==> src/rtl/div_pkg.sv <==
// Shared definitions for the restoring divider: FSM state encoding, default width
// and the iteration-counter sizing helper.
package div_pkg;

    typedef enum logic [1:0] {
        IDLE = 2'd0,
        CALC = 2'd1,
        DONE = 2'd2
    } state_t;

    localparam int DEFAULT_WIDTH = 4;

    // Counter must hold the value WIDTH itself, not just WIDTH-1.
    function automatic int cnt_width(input int width);
        return $clog2(width + 1);
    endfunction

endpackage

==> src/rtl/sub_borrow.sv <==
// N-bit subtractor a - b with lookahead borrow built from per-bit generate/propagate,
// mirroring the structure of the carry-lookahead adder.
module sub_borrow #(
    parameter int N = 5
) (
    input  logic [N-1:0] a,
    input  logic [N-1:0] b,
    output logic [N-1:0] diff,
    output logic         borrow_out
);

    logic [N-1:0] gen;
    logic [N-1:0] prop;
    logic [N:0]   borrow;

    genvar gi;
    generate
        for (gi = 0; gi < N; gi++) begin : g_bit
            assign gen[gi]  = ~a[gi] & b[gi];
            assign prop[gi] = ~(a[gi] ^ b[gi]);
            assign diff[gi] = ~prop[gi] ^ borrow[gi];
        end
    endgenerate

    // Borrow into bit i+1 is any lower generate whose borrow propagates up through bit i.
    always_comb begin
        logic term;
        logic acc;
        borrow = '0;
        term   = 1'b0;
        acc    = 1'b0;
        for (int i = 0; i < N; i++) begin
            acc = 1'b0;
            for (int j = 0; j <= i; j++) begin
                term = gen[j];
                for (int k = j + 1; k <= i; k++) begin
                    term = term & prop[k];
                end
                acc = acc | term;
            end
            borrow[i+1] = acc;
        end
    end

    assign borrow_out = borrow[N];

endmodule

==> src/rtl/restoring_divider.sv <==
// Sequential unsigned restoring divider: one quotient bit per clock, start/busy/done handshake.
// Optional macro DIV_ZERO_FAST_EN: a zero divisor skips CALC and completes right after acceptance.
module restoring_divider
    import div_pkg::*;
#(
    parameter int WIDTH = DEFAULT_WIDTH
) (
    input  logic             clk,
    input  logic             rst_n,
    input  logic             start,
    input  logic [WIDTH-1:0] dividend,
    input  logic [WIDTH-1:0] divisor,
    output logic             busy,
    output logic             done,
    output logic [WIDTH-1:0] quotient,
    output logic [WIDTH-1:0] remainder,
    output logic             div_zero
);

    localparam int             CW       = cnt_width(WIDTH);
    localparam logic [CW-1:0]  CNT_LOAD = CW'(WIDTH);
    localparam logic [CW-1:0]  CNT_ONE  = CW'(1);

    state_t           state_reg;
    state_t           state_next;
    logic [WIDTH-1:0] q_reg;
    logic [WIDTH-1:0] d_reg;
    logic [WIDTH:0]   r_reg;
    logic [CW-1:0]    cnt_reg;
    logic             div_zero_reg;

    logic             accept;
    logic             last_step;
    logic [WIDTH:0]   r_shift;
    logic [WIDTH:0]   trial_diff;
    logic             trial_borrow;
    logic             r_msb_unused;

    assign accept    = start && (state_reg != CALC);
    assign last_step = (state_reg == CALC) && (cnt_reg == CNT_ONE);

    // The stored remainder is always below the divisor, so its top bit is zero before each shift.
    assign r_shift      = {r_reg[WIDTH-1:0], q_reg[WIDTH-1]};
    assign r_msb_unused = r_reg[WIDTH];

    sub_borrow #(
        .N(WIDTH + 1)
    ) u_trial (
        .a          (r_shift),
        .b          ({1'b0, d_reg}),
        .diff       (trial_diff),
        .borrow_out (trial_borrow)
    );

    always_ff @(posedge clk or negedge rst_n) begin
        if (!rst_n) begin
            state_reg <= IDLE;
        end else begin
            state_reg <= state_next;
        end
    end

    always_comb begin
        state_next = state_reg;
        case (state_reg)
            IDLE, DONE: begin
                if (start) begin
`ifdef DIV_ZERO_FAST_EN
                    state_next = (divisor == '0) ? DONE : CALC;
`else
                    state_next = CALC;
`endif
                end else begin
                    state_next = IDLE;
                end
            end
            CALC: begin
                if (cnt_reg == CNT_ONE) begin
                    state_next = DONE;
                end
            end
            default: state_next = IDLE;
        endcase
    end

    always_comb begin
        busy = 1'b0;
        done = 1'b0;
        case (state_reg)
            CALC:    busy = 1'b1;
            DONE:    done = 1'b1;
            default: ;
        endcase
    end

    always_ff @(posedge clk or negedge rst_n) begin
        if (!rst_n) begin
            q_reg        <= '0;
            r_reg        <= '0;
            d_reg        <= '0;
            cnt_reg      <= '0;
            div_zero_reg <= 1'b0;
        end else if (accept) begin
            d_reg        <= divisor;
            q_reg        <= dividend;
            r_reg        <= '0;
            cnt_reg      <= CNT_LOAD;
            div_zero_reg <= 1'b0;
`ifdef DIV_ZERO_FAST_EN
            if (divisor == '0) begin
                q_reg        <= '1;
                r_reg        <= {1'b0, dividend};
                cnt_reg      <= '0;
                div_zero_reg <= 1'b1;
            end
`endif
        end else if (state_reg == CALC) begin
            cnt_reg <= cnt_reg - CNT_ONE;
            q_reg   <= {q_reg[WIDTH-2:0], ~trial_borrow};
            r_reg   <= trial_borrow ? r_shift : trial_diff;
            if (last_step) begin
                div_zero_reg <= (d_reg == '0);
            end
        end
    end

    assign quotient  = q_reg;
    assign remainder = r_reg[WIDTH-1:0];
    assign div_zero  = div_zero_reg;

endmodule

==> config.mk <==
export PLATFORM = sky130hd
export DESIGN_NAME = restoring_divider
export DESIGN_NICKNAME = d
export VERILOG_FILES = /design/src/rtl/div_pkg.sv /design/src/rtl/sub_borrow.sv /design/src/rtl/restoring_divider.sv
export SDC_FILE = /design/constraint.sdc
export NUM_CORES = 1
export LEC_CHECK = 0
export CAP_MARGIN = 10
export CELL_PAD_IN_SITES_DETAIL_PLACEMENT = 0
export CELL_PAD_IN_SITES_GLOBAL_PLACEMENT = 1
export CORE_MARGIN = 5
export CORE_UTILIZATION = 42
export CTS_CLUSTER_DIAMETER = 120
export CTS_CLUSTER_SIZE = 10
export DETAILED_ROUTE_END_ITERATION = 12
export DONT_BUFFER_PORTS = 1
export MAX_ROUTING_LAYER = met4
export PLACE_DENSITY_LB_ADDON = 0.1
export SLEW_MARGIN = 20
export SYNTH_ARGS = -nofsm -noshare
export SYNTH_HDL_FRONTEND = slang
export SYNTH_SLANG_ARGS = --single-unit
==> constraint.sdc <==
create_clock -name clk -period 2.7 [get_ports clk]
set_clock_uncertainty 0.2 [all_clocks]
set_input_delay 0.675 -clock clk [delete_from_list [all_inputs] [get_ports clk]]
set_output_delay 0.675 -clock clk [all_outputs]
set_load 0.05 [all_outputs]
==> flow_summary.yaml, run 1 <==
sta:
  max-slew-margin-rel_pct: 46.4
  rsz0062_at_grt: "false"
  fin_crit_ns: 2.02
  tns_ns: 0
  post-route-period-util_pct: 74.8
  finalHoldViolCount: 0
  max_freq_ghz: 0.495
  finalSetupViolCount: 0
  slew_violations: 0
  worst_slew_pin_slew_ns: 0.802
critical_path:
  path_class: "flop to flop"
  path_cells: "ha_1, ha_1, o211ai_2, a21oi_4, and3_1, a211o_1"
  r2r_cells: 6
  r2r-start: "d_reg[1]$_DFFE_PN0P_"
  crit_fanout: 5
  crit_path_frequent_cell: "ha_1"
  critPathRequiredTime_ns: 2.68
  cp-end-kind: "flop"
  r2r_slack_ns: 0.68
  path_buf_inv: 0
  r2r_end: "r_reg[3]$_DFFE_PN0P_"
  worst_ep_arrival_time_ns: 2.00
  cp_slowest_cell: "dfrtp_1"
  critPathLaunchType: "flop"
  slowest_delay_ns: 0.42
  path_delay_family: "compound AO/OA/AOI/OAI gates"
grt:
  antenna_found_initial: 0
  grt_pass1_wl_um: 3240
  grt_max_degree: 20
  grt.total_usage_pct: 13.0
  grt_pass1_vias: 705
  globalRoute.totalOverflow: 0
clock_network:
  clk_pin_slew_ns: 0.10
  clk_latency_ns: 0.28
  postCtsSetupRepairBufs: 0
  cts.sinks: 18
  cts_root_buf: "clkbuf_4"
  cts_buffers: 3
  cts_buffer_depth: 2
  tritoncts: "yes"
  htreeDepth: 1
finish:
  n_antenna_cell: 0
  layout-drive-gt1-share_pct: 20.2
  areaGrowthSynthToFinish_pct: 9.85
  utilization_pct: 46.9
  layout.nets: 124
  fillers: 237
detailed_routing:
  num_vias: 686
  drt_iter0_markers: 16
  drt-pass1-iter-count: 4
  drt_wl_total_um: 1950
  vias_per_cell: 5.12
  post_drt_wl_per_cell_um: 14.6
  drc: 0
  antenna_left: 0
floorplanning:
  io_pins: 22
  fp.dieArea_mm2: 0.00354
  floorplan.rows: 18
  chipHeight_um: 59.5
  core_area_mm2: 0.00241
  initial_utilization_pct: 42.7
  die_x_um: 59.5
yosys:
  synth_seq_cells: 18
  syn-num-nets: 115
  netlist_area_mm2: 0.00103
  yosysUniqueCellTypes: 33
  async_flop_share_pct: 100
  ys_warn_count: 0
  netlist_instances: 96
  syn_avg_cell_area_um2: 10.7
  yosys.area.top_type: "dfrtp_1"
  synthFlopType: "dfrtp_1"
  synth_edf_count: 0
  yosysTopAreaCellShare_pct: 43.8
  synth_most_common_cell: "dfrtp_1"
  synth_area_leaders: "dfrtp_1 44%, ha_1 8.5%, mux2i_1 4.9%"
  synth_seq_area_share_pct: 43.8
  synthTopCellsByCount: "18 x dfrtp_1, 9 x inv_1, 9 x nand2_1, 7 x ha_1, 7 x o21ai_0"
outcome:
  status: "complete, no violations"
placed_design:
  gp_congestion: 0.760
  hpwlAfterDp_um: 1550
  portBuffers: 0
job:
  cap_viol_max_count: 0
worst_hold_path:
  worstHoldStart: "cnt_reg[2]$_DFFE_PN0P_"
  hold_path_class: "flop to flop"
  whs_path_depth: 1
  hold_end: "cnt_reg[2]$_DFFE_PN0P_"
area by class of cell:
| class | count | area (um2) | share of cell area (%) |
|---|---|---|---|
| Multi-Input combinational cell | 65 | 500 | 44.3 |
| Sequential cell | 18 | 450 | 39.9 |
| Timing Repair Buffer | 7 | 55.1 | 4.87 |
| Inverter | 10 | 50.0 | 4.43 |
| Tap cell | 30 | 37.5 | 3.32 |
| Clock buffer | 4 | 36.3 | 3.21 |
per-layer routing:
| layer | vias up | share of wire [%] | global-route usage [%] |
|---|---|---|---|
| met3 | 2 | 8.8 | 4.58 |
| met4 | 0 | 0.97 | 4.85 |
| met2 | 21 | 45 | 18.1 |
| met5 | - | 0 | - |
| li1 | 343 | - | - |
| met1 | 320 | 46 | 17.1 |
worst max path at each step:
stage                                    start                   end  slack, ns  depth (start not counted)
after CTS                 d_reg[1]$_DFFE_PN0P_  r_reg[3]$_DFFE_PN0P_       0.67                          6
final                     d_reg[1]$_DFFE_PN0P_  r_reg[3]$_DFFE_PN0P_       0.68                          6
after global routing      r_reg[0]$_DFFE_PN0P_  r_reg[3]$_DFFE_PN0P_       0.57                          7
after floorplan           r_reg[0]$_DFFE_PN0P_  r_reg[3]$_DFFE_PN0P_       0.38                          7
after detailed placement  d_reg[1]$_DFFE_PN0P_  r_reg[3]$_DFFE_PN0P_       0.69                          6
after global placement    r_reg[0]$_DFFE_PN0P_  r_reg[3]$_DFFE_PN0P_       0.73                          7
timing repair:
action,in CTS,in global routing
hold buffers,1,0
resized for setup,0,0
hold endpoints to repair,18,0
cells in the final DEF (no fill, tap or decap), drive strengths merged:
| cell type | instances |
|---|---|
| a211o | 1 |
| inv | 9 |
| dfrtp | 18 |
| mux2i | 5 |
| nor2b | 2 |
| nand2 | 9 |
| dlygate4sd3 | 1 |
| clkbuf | 4 |
| and3 | 1 |
| o211a | 1 |
| o21ai | 8 |
| xor2 | 1 |
| o21a | 1 |
| nand3 | 3 |
| o211ai | 1 |
| o31ai | 1 |
| buf | 6 |
| nor2 | 4 |
| nand2b | 2 |
| o21bai | 1 |
| fa | 1 |
| a211oi | 1 |
| a22o | 1 |
| mux2 | 5 |
| nor4 | 1 |
| or2 | 1 |
| ha | 7 |
| clkinv | 1 |
| a21oi | 7 |
metrics by stage:
step,cells,area (um2),hold slack (ns),setup slack [ns]
after CTS,134,1130,0.291,0.668
after global routing,134,1130,0.306,0.566
after detailed placement,129,1080,0.180,0.689
final,134,1130,0.291,0.680
after global placement,129,1080,0.180,0.729
after floorplan,96,1030,0.179,0.378
kinds of logic after synthesis:
kind of cell             count (synthesis)  share of synthesized area, %
multiplexers                            10                          10.7
flip-flops                              18                          43.8
AO/OA/AOI/OAI                           23                          15.9
XOR/XNOR                                 1                         0.852
adder cells (fa/ha/maj)                  8                          10.5
buffers and inverters                   13                          7.54
AND/OR/NAND/NOR                         23                          10.7
Power of run 1 is not shown: default switching activity piles up to over one toggle a cycle in this logic, so the estimate is an artifact.
==> run 2, diff against run 1 <==
clock period = 1.75 ns   (was 2.7 ns; I/O delays follow)
==> run 2 against run 1 <==
Against the previous run:
- wire length up 8.5%
- fmax up 7.9%
- highest routed layer unchanged
- die area unchanged
- global-route usage up 2.2 points
- the flow now finishes with violations (negative setup slack)
- critical path depth up 1
- clock-buffer cell count unchanged
- critical endpoint unchanged
- via count up 7.6%
- non-clock buffer count up 10
==> flow_summary.yaml, run 2 (synthesis gave the netlist of run 1 again) <==
sta:
  post-route-worst-setup-slack_ns: -0.123
  post-route-period-util_pct: 107
  worst_slew_pin_slew_ns: 0.816
  slew_violations: 0
  finalHoldViolCount: 0
  fin_crit_ns: 1.87
  max-slew-margin-rel_pct: 45.4
  rsz0062_at_grt: "true"
  max_freq_ghz: 0.534
  finalSetupViolCount: 4
finish:
  layout.nets: 135
  layout_commonest_cell: "buf_4"
  n_antenna_cell: 0
  final_cell_mix: "15 x buf_4, 14 x dfrtp_1, 9 x nand2_1"
  utilization_pct: 52.9
  layout-drive-gt1-share_pct: 39.1
  areaGrowthSynthToFinish_pct: 24.0
critical_path:
  path_class: "flop to flop"
  crit_fanout: 3
  r2r_cells: 7
  r2r_slack_ns: -0.12
  cp-end-kind: "flop"
  worst_ep_arrival_time_ns: 1.88
  critPathRequiredTime_ns: 1.75
  r2r-start: "r_reg[0]$_DFFE_PN0P_"
  r2r_end: "r_reg[3]$_DFFE_PN0P_"
  critPathLaunchType: "flop"
detailed_routing:
  num_vias: 738
  drc: 0
  vias_per_cell: 5.09
  drt_iter0_markers: 6
  post_drt_wl_per_cell_um: 14.6
  antenna_left: 0
  drt_wl_total_um: 2120
  drt-pass1-iter-count: 3
floorplanning:
  fp.dieArea_mm2: 0.00354
  core_area_mm2: 0.00241
  die_x_um: 59.5
  floorplan.rows: 18
  chipHeight_um: 59.5
  initial_utilization_pct: 42.7
  io_pins: 22
clock_network:
  clk_latency_ns: 0.30
  cts_buffers: 3
  htreeDepth: 1
  tritoncts: "yes"
  clk_pin_slew_ns: 0.11
  cts_root_buf: "clkbuf_4"
  cts_buffer_depth: 2
  cts.sinks: 18
placed_design:
  gp_congestion: 0.797
  hpwlAfterDp_um: 1590
  portBuffers: 0
worst_hold_path:
  worstHoldStart: "divisor[3]"
  hold_path_class: "input port to flop"
  whs_path_depth: 1
  hold_end: "d_reg[3]$_DFFE_PN0P_"
job:
  cap_viol_max_count: 0
outcome:
  violations: "negative setup slack"
  status: "finished with violations"
grt:
  grt_pass1_wl_um: 3730
  grt_max_degree: 19
  antenna_found_initial: 0
  grt_pass1_vias: 783
  globalRoute.totalOverflow: 0
  grt.total_usage_pct: 15.1
## run 2: metrics by stage
stage | cell area [um2] | worst slack (ns) | setup TNS [ns] | hold slack, ns | std cells
detailed placement | 1180 | -0.157 | -0.413 | -0.0578 | 137
global placement | 1180 | -0.133 | -0.297 | -0.0577 | 137
global route | 1270 | -0.196 | -0.802 | 0.0719 | 145
floorplan | 1070 | -0.290 | -0.968 | -0.0581 | 96
CTS | 1260 | -0.139 | -0.348 | 0.0660 | 145
finish | 1270 | -0.123 | -0.299 | 0.0751 | 145
## run 2: layout make-up
type	instances	area, um2
fillers	219	1130
multi-input cells	65	553
flip-flops and latches	18	455
repair buffers	17	134
inverters	10	50.0
well taps	30	37.5
clock buffers	4	36.3
repair inverters	1	8.76
## run 2: how the worst max path moves through the flow
stage,start,to,slack (ns)
finish,r_reg[0]$_DFFE_PN0P_,r_reg[3]$_DFFE_PN0P_,-0.12
detailed placement,d_reg[1]$_DFFE_PN0P_,r_reg[3]$_DFFE_PN0P_,-0.16
global route,r_reg[0]$_DFFE_PN0P_,r_reg[3]$_DFFE_PN0P_,-0.20
floorplan,r_reg[0]$_DFFE_PN0P_,r_reg[0]$_DFFE_PN0P_,-0.29
CTS,r_reg[0]$_DFFE_PN0P_,r_reg[3]$_DFFE_PN0P_,-0.14
global placement,r_reg[0]$_DFFE_PN0P_,r_reg[3]$_DFFE_PN0P_,-0.13
## run 2: repair_timing
item                       in CTS  in global routing
setup buffers                   2                  0
cloned                          1                  0
gates resized for setup         4                  3
pin swaps                       3                  1
hold buffers                    1                  0
hold endpoints to repair       18                  0
setup endpoints to repair       5                  6
## run 2: critical path, cell delays in order, from the launching register on
cell,delay (ns)
dfrtp_2,0.43
inv_2,0.07
ha_4,0.19
ha_4,0.16
o211ai_4,0.19
o211a_1,0.20
o21bai_1,0.07
a211o_1,0.25
## run 2: layer usage
metal  track usage (%)  part of all wire, %
met5                 -                    0
met4              6.80                  1.9
met1              19.1                   46
met2              22.9                   46
met3              3.49                  5.8
Power of run 2 is left out for the same reason.
==> run 3, diff against run 2 <==
CORE_MARGIN = 2   (was 5)
CORE_UTILIZATION = 25   (was 42)
GPL_TIMING_DRIVEN = 0   (was default)
==> run 3 against run 2 <==
Against the previous run:
- the flow still finishes with violations (negative setup slack)
- utilization is 20 points lower
- sequential cell count stayed put
- global-route usage is 3.5 points lower
- first-iteration DRC count is 120% higher
- setup slack worse by 0.24 ns
- critical path type unchanged
- critical endpoint unchanged
==> flow_summary.yaml, run 3 (synthesis gave the netlist of run 1 again) <==
outcome:
  status: "finished with violations"
  violations: "negative setup slack"
clock_network:
  cts.sinks: 18
  cts_buffer_depth: 2
  clk_pin_slew_ns: 0.07
  htreeDepth: 1
  cts_root_buf: "clkbuf_8"
  cts_buffers: 3
  clk_latency_ns: 0.25
  tritoncts: "yes"
worst_hold_path:
  hold_path_class: "input port to flop"
  whs_path_depth: 1
  hold_end: "d_reg[2]$_DFFE_PN0P_"
  worstHoldStart: "divisor[2]"
finish:
  layout-drive-gt1-share_pct: 33.7
  instances_no_fill: 154
  areaGrowthSynthToFinish_pct: 27.4
  seqCellArea_um2: 458
  final_cell_mix: "14 x dfrtp_1, 9 x nand2_1, 7 x inv_1, 7 x o21ai_0, 5 x mux2i_1"
  multi_input_area_um2: 581
  fillers: 417
  n_antenna_cell: 0
  layout_commonest_cell: "dfrtp_1"
  utilization_pct: 33.0
  layout.nets: 124
critical_path:
  crit_fanout: 5
  path_class: "flop to flop"
  r2r_end: "r_reg[3]$_DFFE_PN0P_"
  r2r_cells: 7
  critPathLaunch: "r_reg[0]$_DFFE_PN0P_"
  cp-end-kind: "flop"
  worst_ep_arrival_time_ns: 2.04
  critPathLaunchType: "flop"
  critPathRequiredTime_ns: 1.68
  r2r-start: "r_reg[0]$_DFFE_PN0P_"
  r2r_slack_ns: -0.36
detailed_routing:
  drt-pass1-iter-count: 4
  drt_iter0_markers: 13
  antenna_left: 0
  drc: 0
  num_vias: 704
  drt_wl_total_um: 2210
  vias_per_cell: 4.57
  post_drt_wl_per_cell_um: 14.3
grt:
  grt_max_degree: 19
  grt.total_usage_pct: 11.6
  globalRoute.totalOverflow: 0
  antenna_found_initial: 0
  grt_pass1_wl_um: 3750
  grt_pass1_vias: 748
sta:
  max_freq_ghz: 0.474
  max-slew-margin-rel_pct: 44.0
  finalSetupViolCount: 6
  post-route-worst-setup-slack_ns: -0.361
  worst_slew_pin_slew_ns: 0.838
  post-route-period-util_pct: 121
  rsz0062_at_grt: "true"
  fin_hold_ws_ns: 0.130
  slew_violations: 0
  fin_crit_ns: 2.11
  finalHoldViolCount: 0
placed_design:
  portBuffers: 0
  gp_congestion: 0.684
  dp_cells: 146
  hpwlAfterDp_um: 1600
floorplanning:
  core_area_mm2: 0.00397
  io_pins: 22
  fp.dieArea_mm2: 0.00464
  chipHeight_um: 68.1
  floorplan.rows: 23
  initial_utilization_pct: 25.9
  die_x_um: 68.1
job:
  cap_viol_max_count: 0
run 3: through the flow:
stage,worst slack [ns],setup TNS (ns),cell area [um2]
3_3_place_gp,-0.391,-1.55,1130
3_5_place_dp,-0.406,-1.60,1130
4_1_cts,-0.378,-1.55,1270
5_1_grt,-0.408,-1.72,1310
2_1_floorplan,-0.290,-0.968,1070
6_report,-0.361,-1.31,1310
run 3: final cells by class:
class,instances,share of cell area (%)
plain buffers,3,3.25
clock buffers,4,4.20
flip-flops and latches,18,35.0
inverters,10,3.82
multi-input cells,65,44.3
repair buffers,4,4.68
well taps,50,4.78
run 3: worst max path at each step:
| stage | depth (start not counted) | slack [ns] | endpoint |
|---|---|---|---|
| CTS | 7 | -0.38 | r_reg[3]$_DFFE_PN0P_ |
| global route | 7 | -0.41 | r_reg[3]$_DFFE_PN0P_ |
| detailed placement | 7 | -0.41 | r_reg[0]$_DFFE_PN0P_ |
| global placement | 7 | -0.39 | r_reg[0]$_DFFE_PN0P_ |
| finish | 7 | -0.36 | r_reg[3]$_DFFE_PN0P_ |
| floorplan | 7 | -0.29 | r_reg[0]$_DFFE_PN0P_ |
run 3: critical path, cell delays in order (launching register included):
cell and delay (ns):
dfrtp_4 0.58, inv_2 0.10, ha_4 0.20, ha_4 0.16, o211ai_4 0.20, o211a_1 0.22
o21bai_1 0.07, a211o_1 0.26
run 3: repair_timing:
action / CTS / global route
pin swaps: 3 / 1
endpoints found under the hold margin: 18 / 0
setup endpoints to repair: 7 / 6
hold buffers: 1 / 0
setup buffers: 2 / 0
cloned: 1 / 0
gates resized for setup: 7 / 7
run 3: layer usage:
layer | wire length [um] | global-route usage (%) | part of all wire (%)
met1 | 1100 | 15.6 | 50
met2 | 975 | 16.9 | 44
met3 | 115 | 4.28 | 5.2
met4 | 16 | 2.25 | 0.72
met5 | 0 | - | 0
Power of run 3 is left out for the same reason.
==> patch, RTL diff (flow settings as in run 1) <==
The 3 states of `state_t` get a one-hot encoding in 3 bits.
--- a/src/rtl/div_pkg.sv
+++ b/src/rtl/div_pkg.sv
@@ -3,8 +3,8 @@
 package div_pkg;
 
-    typedef enum logic [1:0] {
-        IDLE = 2'd0,
-        CALC = 2'd1,
-        DONE = 2'd2
+    typedef enum logic [2:0] {
+        IDLE = 3'b001,
+        CALC = 3'b010,
+        DONE = 3'b100
     } state_t;
 
Behaviour: same outputs for any inputs over 10 cycles, from zero or initial values and one cycle with rst_n low; not proved beyond that.
==> patch against run 1 <==
Die area up 1.1%. Sequential cell count up 1. Non-clock buffer count up 2. Critical path depth down 4. Design area up 2.5%. Register-to-register slack worse by 0.12 ns. Final cell count up 3.0%. Routed wire length up 6.3%. Count of clock-buffer cells in the layout unchanged. Synthesized area up 1.3%. Critical path type is now reg -> out. Setup slack worse by 0.42 ns.
==> patch: results (changes against run 1) <==
** Placed design
- The cell count after placement was 132 (was 129).
- Post-detail-place hpwl :: 1492 um (was 1548 um)
- RePlAce Congestion :: 0.7177 (was 0.7603)
- Cell Area, Placed :: 0.001112 mm^2 (was 0.001084 mm^2)
- The count of buffers inserted at the top-level ports came to 0 (unchanged).

** GRT
- The first-pass GRT wire length is 3615 um (was 3243 um).
- The via count of the first global-routing pass was 775 (was 705).
- The initial antenna violation count was 0 (unchanged).
- The total global-route track usage came to 14.11% (was 12.96%).
- The maximum number of pins on one net before global-route repair came to 19 (was 20).

** Detailed routing
- First drt pass iteration count :: 4 (unchanged)
- Mean routed wirelength per cell :: 15.05 um (was 14.58 um)
- Via-per-instance ratio :: 5.261 (was 5.119)
- The count of routing violations after the opening detailed-route iteration is 14 (was 16).
- Detailed Route WL :: 2077 um (was 1954 um)

** Finish
- Fill cell instance count of the final layout :: 258 (was 237)
- Diodes inserted :: 0 (unchanged)
- The layout cell share with drive strength beyond 1 came to 18.52% (was 20.19%).

** Yosys
- Leading post-synthesis cells by cell area :: sky130_fd_sc_hd__dfrtp_1 (43%), sky130_fd_sc_hd__ha_1 (8.4%), sky130_fd_sc_hd__mux2_2 (5.4%) (was sky130_fd_sc_hd__dfrtp_1 (44%), sky130_fd_sc_hd__ha_1 (8.5%), sky130_fd_sc_hd__mux2i_1 (4.9%))
- The proportion of synthesized chip area in sequential cells was 45.74% (was 43.80%).
- The number of warnings reported in the yosys synthesis log came to 0 (unchanged).
- The cell count after synthesis came to 99 (was 96).
- Distinct cell type count after synthesis :: 34 (was 33)
- The share of flip-flops with an asynchronous set or reset is 100.0% (unchanged).
- Ranking of synthesized cells by instance count: sky130_fd_sc_hd__dfrtp_1 (18), sky130_fd_sc_hd__inv_1 (10), sky130_fd_sc_hd__ha_1 (7), sky130_fd_sc_hd__o21ai_0 (7) (was sky130_fd_sc_hd__dfrtp_1 (18), sky130_fd_sc_hd__inv_1 (9), sky130_fd_sc_hd__nand2_1 (9)).
- Net count after synthesis :: 118 (was 115)

** Clock network
- The deepest level of the CTS H-tree is 1 (unchanged).
- The clock slew at the register clock pins of the worst setup and hold paths was 0.12 ns (was 0.10 ns).
- The CTS buffer count is 3 (unchanged).
- The maximum root-to-sink buffer count was 2 (unchanged).
- The clock root buffer is sky130_fd_sc_hd__clkbuf_4 (unchanged).
- The insertion delay to the later sink of the worst-skew pair was 0.30 ns (was 0.28 ns).
- Post CTS Setup Buffer Count :: 0 (unchanged)

** Run status
- Result of the run: complete, no violations (unchanged).

** Worst setup path
- Crit Path Max Fanout :: 11 (was 5)
- The data arrival at the endpoint of the critical path came to 1.57 ns (was 2.00 ns).

** Timing
- Crit path time final :: 2.444 ns (was 2.020 ns)
- The measured slew at the worst slew-check pin came to 0.8492 ns (was 0.8018 ns).

** Job
- The max capacitance violation total is 0 (unchanged).

** Pwr
- Maximum vdd ir drop :: between 0.6 and 0.7 mV

** Min path
- Worst Hold Class :: in -> reg (was reg -> reg)
==> patch: cell types whose count changed after synthesis, moves of 2 or more <==
cell,run 1,this run
sky130_fd_sc_hd__o311ai_1,0,4
sky130_fd_sc_hd__nand2_1,9,5
sky130_fd_sc_hd__a21oi_2,2,0
sky130_fd_sc_hd__or3_1,0,5
sky130_fd_sc_hd__nor2_1,3,5
sky130_fd_sc_hd__a21oi_1,4,2
==> patch: layer usage <==
| layer | vias up | share of wire [%] | global-route usage [%] | wire length (um) |
|---|---|---|---|---|
| met5 | - | 0 | - | 0 |
| met1 | 343 | 48 | 18.33 | 989 |
| met3 | 2 | 5.5 | 3.672 | 114 |
| met2 | 16 | 46 | 20.99 | 951 |
| met4 | 0 | 1.1 | 5.380 | 22 |
| li1 | 365 | - | - | - |
==> patch: worst paths after layout <==
check                        startpoint           end  slack, ns  depth (start not counted)
max in group asynchronous         rst_n   quotient[0]       1.05                          1
hold / removal                    start      r_reg[2]       0.29                          1
hold reg to reg              cnt_reg[2]    cnt_reg[2]       0.29                          1
setup reg to reg           state_reg[0]      div_zero       0.56                          5
setup / recovery           state_reg[0]          busy       0.26                          2
min in group asynchronous         rst_n  state_reg[0]       0.57                          1
==> patch: final cells by class <==
cell class	count	area, um^2	share of cell area, %
Inverter	10	37.54	3.240
Clock buffer	4	26.28	2.268
Multi-Input combinational cell	66	508.0	43.84
Sequential cell	19	476.7	41.14
Tap cell	30	37.54	3.240
Timing Repair Buffer	9	72.57	6.264
==> patch: critical path: stages, from the launching register on <==
cell                      delay, ns
sky130_fd_sc_hd__dfstp_2       0.40
sky130_fd_sc_hd__or3b_4        0.46
sky130_fd_sc_hd__inv_1         0.42
==> patch: kinds of logic after synthesis <==
logic type	share of synthesized area [%]
xor+xnor	1.681
simple gates	14.05
compound gates	12.96
buf+inv	6.002
mux	9.243
fa+ha+maj	10.32
flops	45.74
==> patch: stage by stage <==
step	setup WS, ns	hold slack, ns
2_1_floorplan	0.2950	0.1794
3_3_place_gp	0.5854	0.1803
3_5_place_dp	0.5669	0.1800
4_1_cts	0.2333	0.2816
5_1_grt	0.1937	0.2728
6_report	0.2562	0.2870
==> patch: timing repair <==
item                      in CTS  in global routing
hold buffers                   2                  0
gates resized for setup        0                  0
hold endpoints to repair      18                  0
==> patch: power by group through the flow <==
| stage | Clock [mW] | Sequential (mW) | Combinational, mW |
|---|---|---|---|
| final | 0.146 | 0.558 | 0.635 |
| after global placement | 0 | 0.561 | 0.639 |
| after floorplan | 0 | 0.640 | 0.415 |
| after CTS | 0.154 | 0.560 | 0.647 |
| after detailed placement | 0 | 0.563 | 0.635 |
| after global routing | 0.168 | 0.575 | 0.722 |
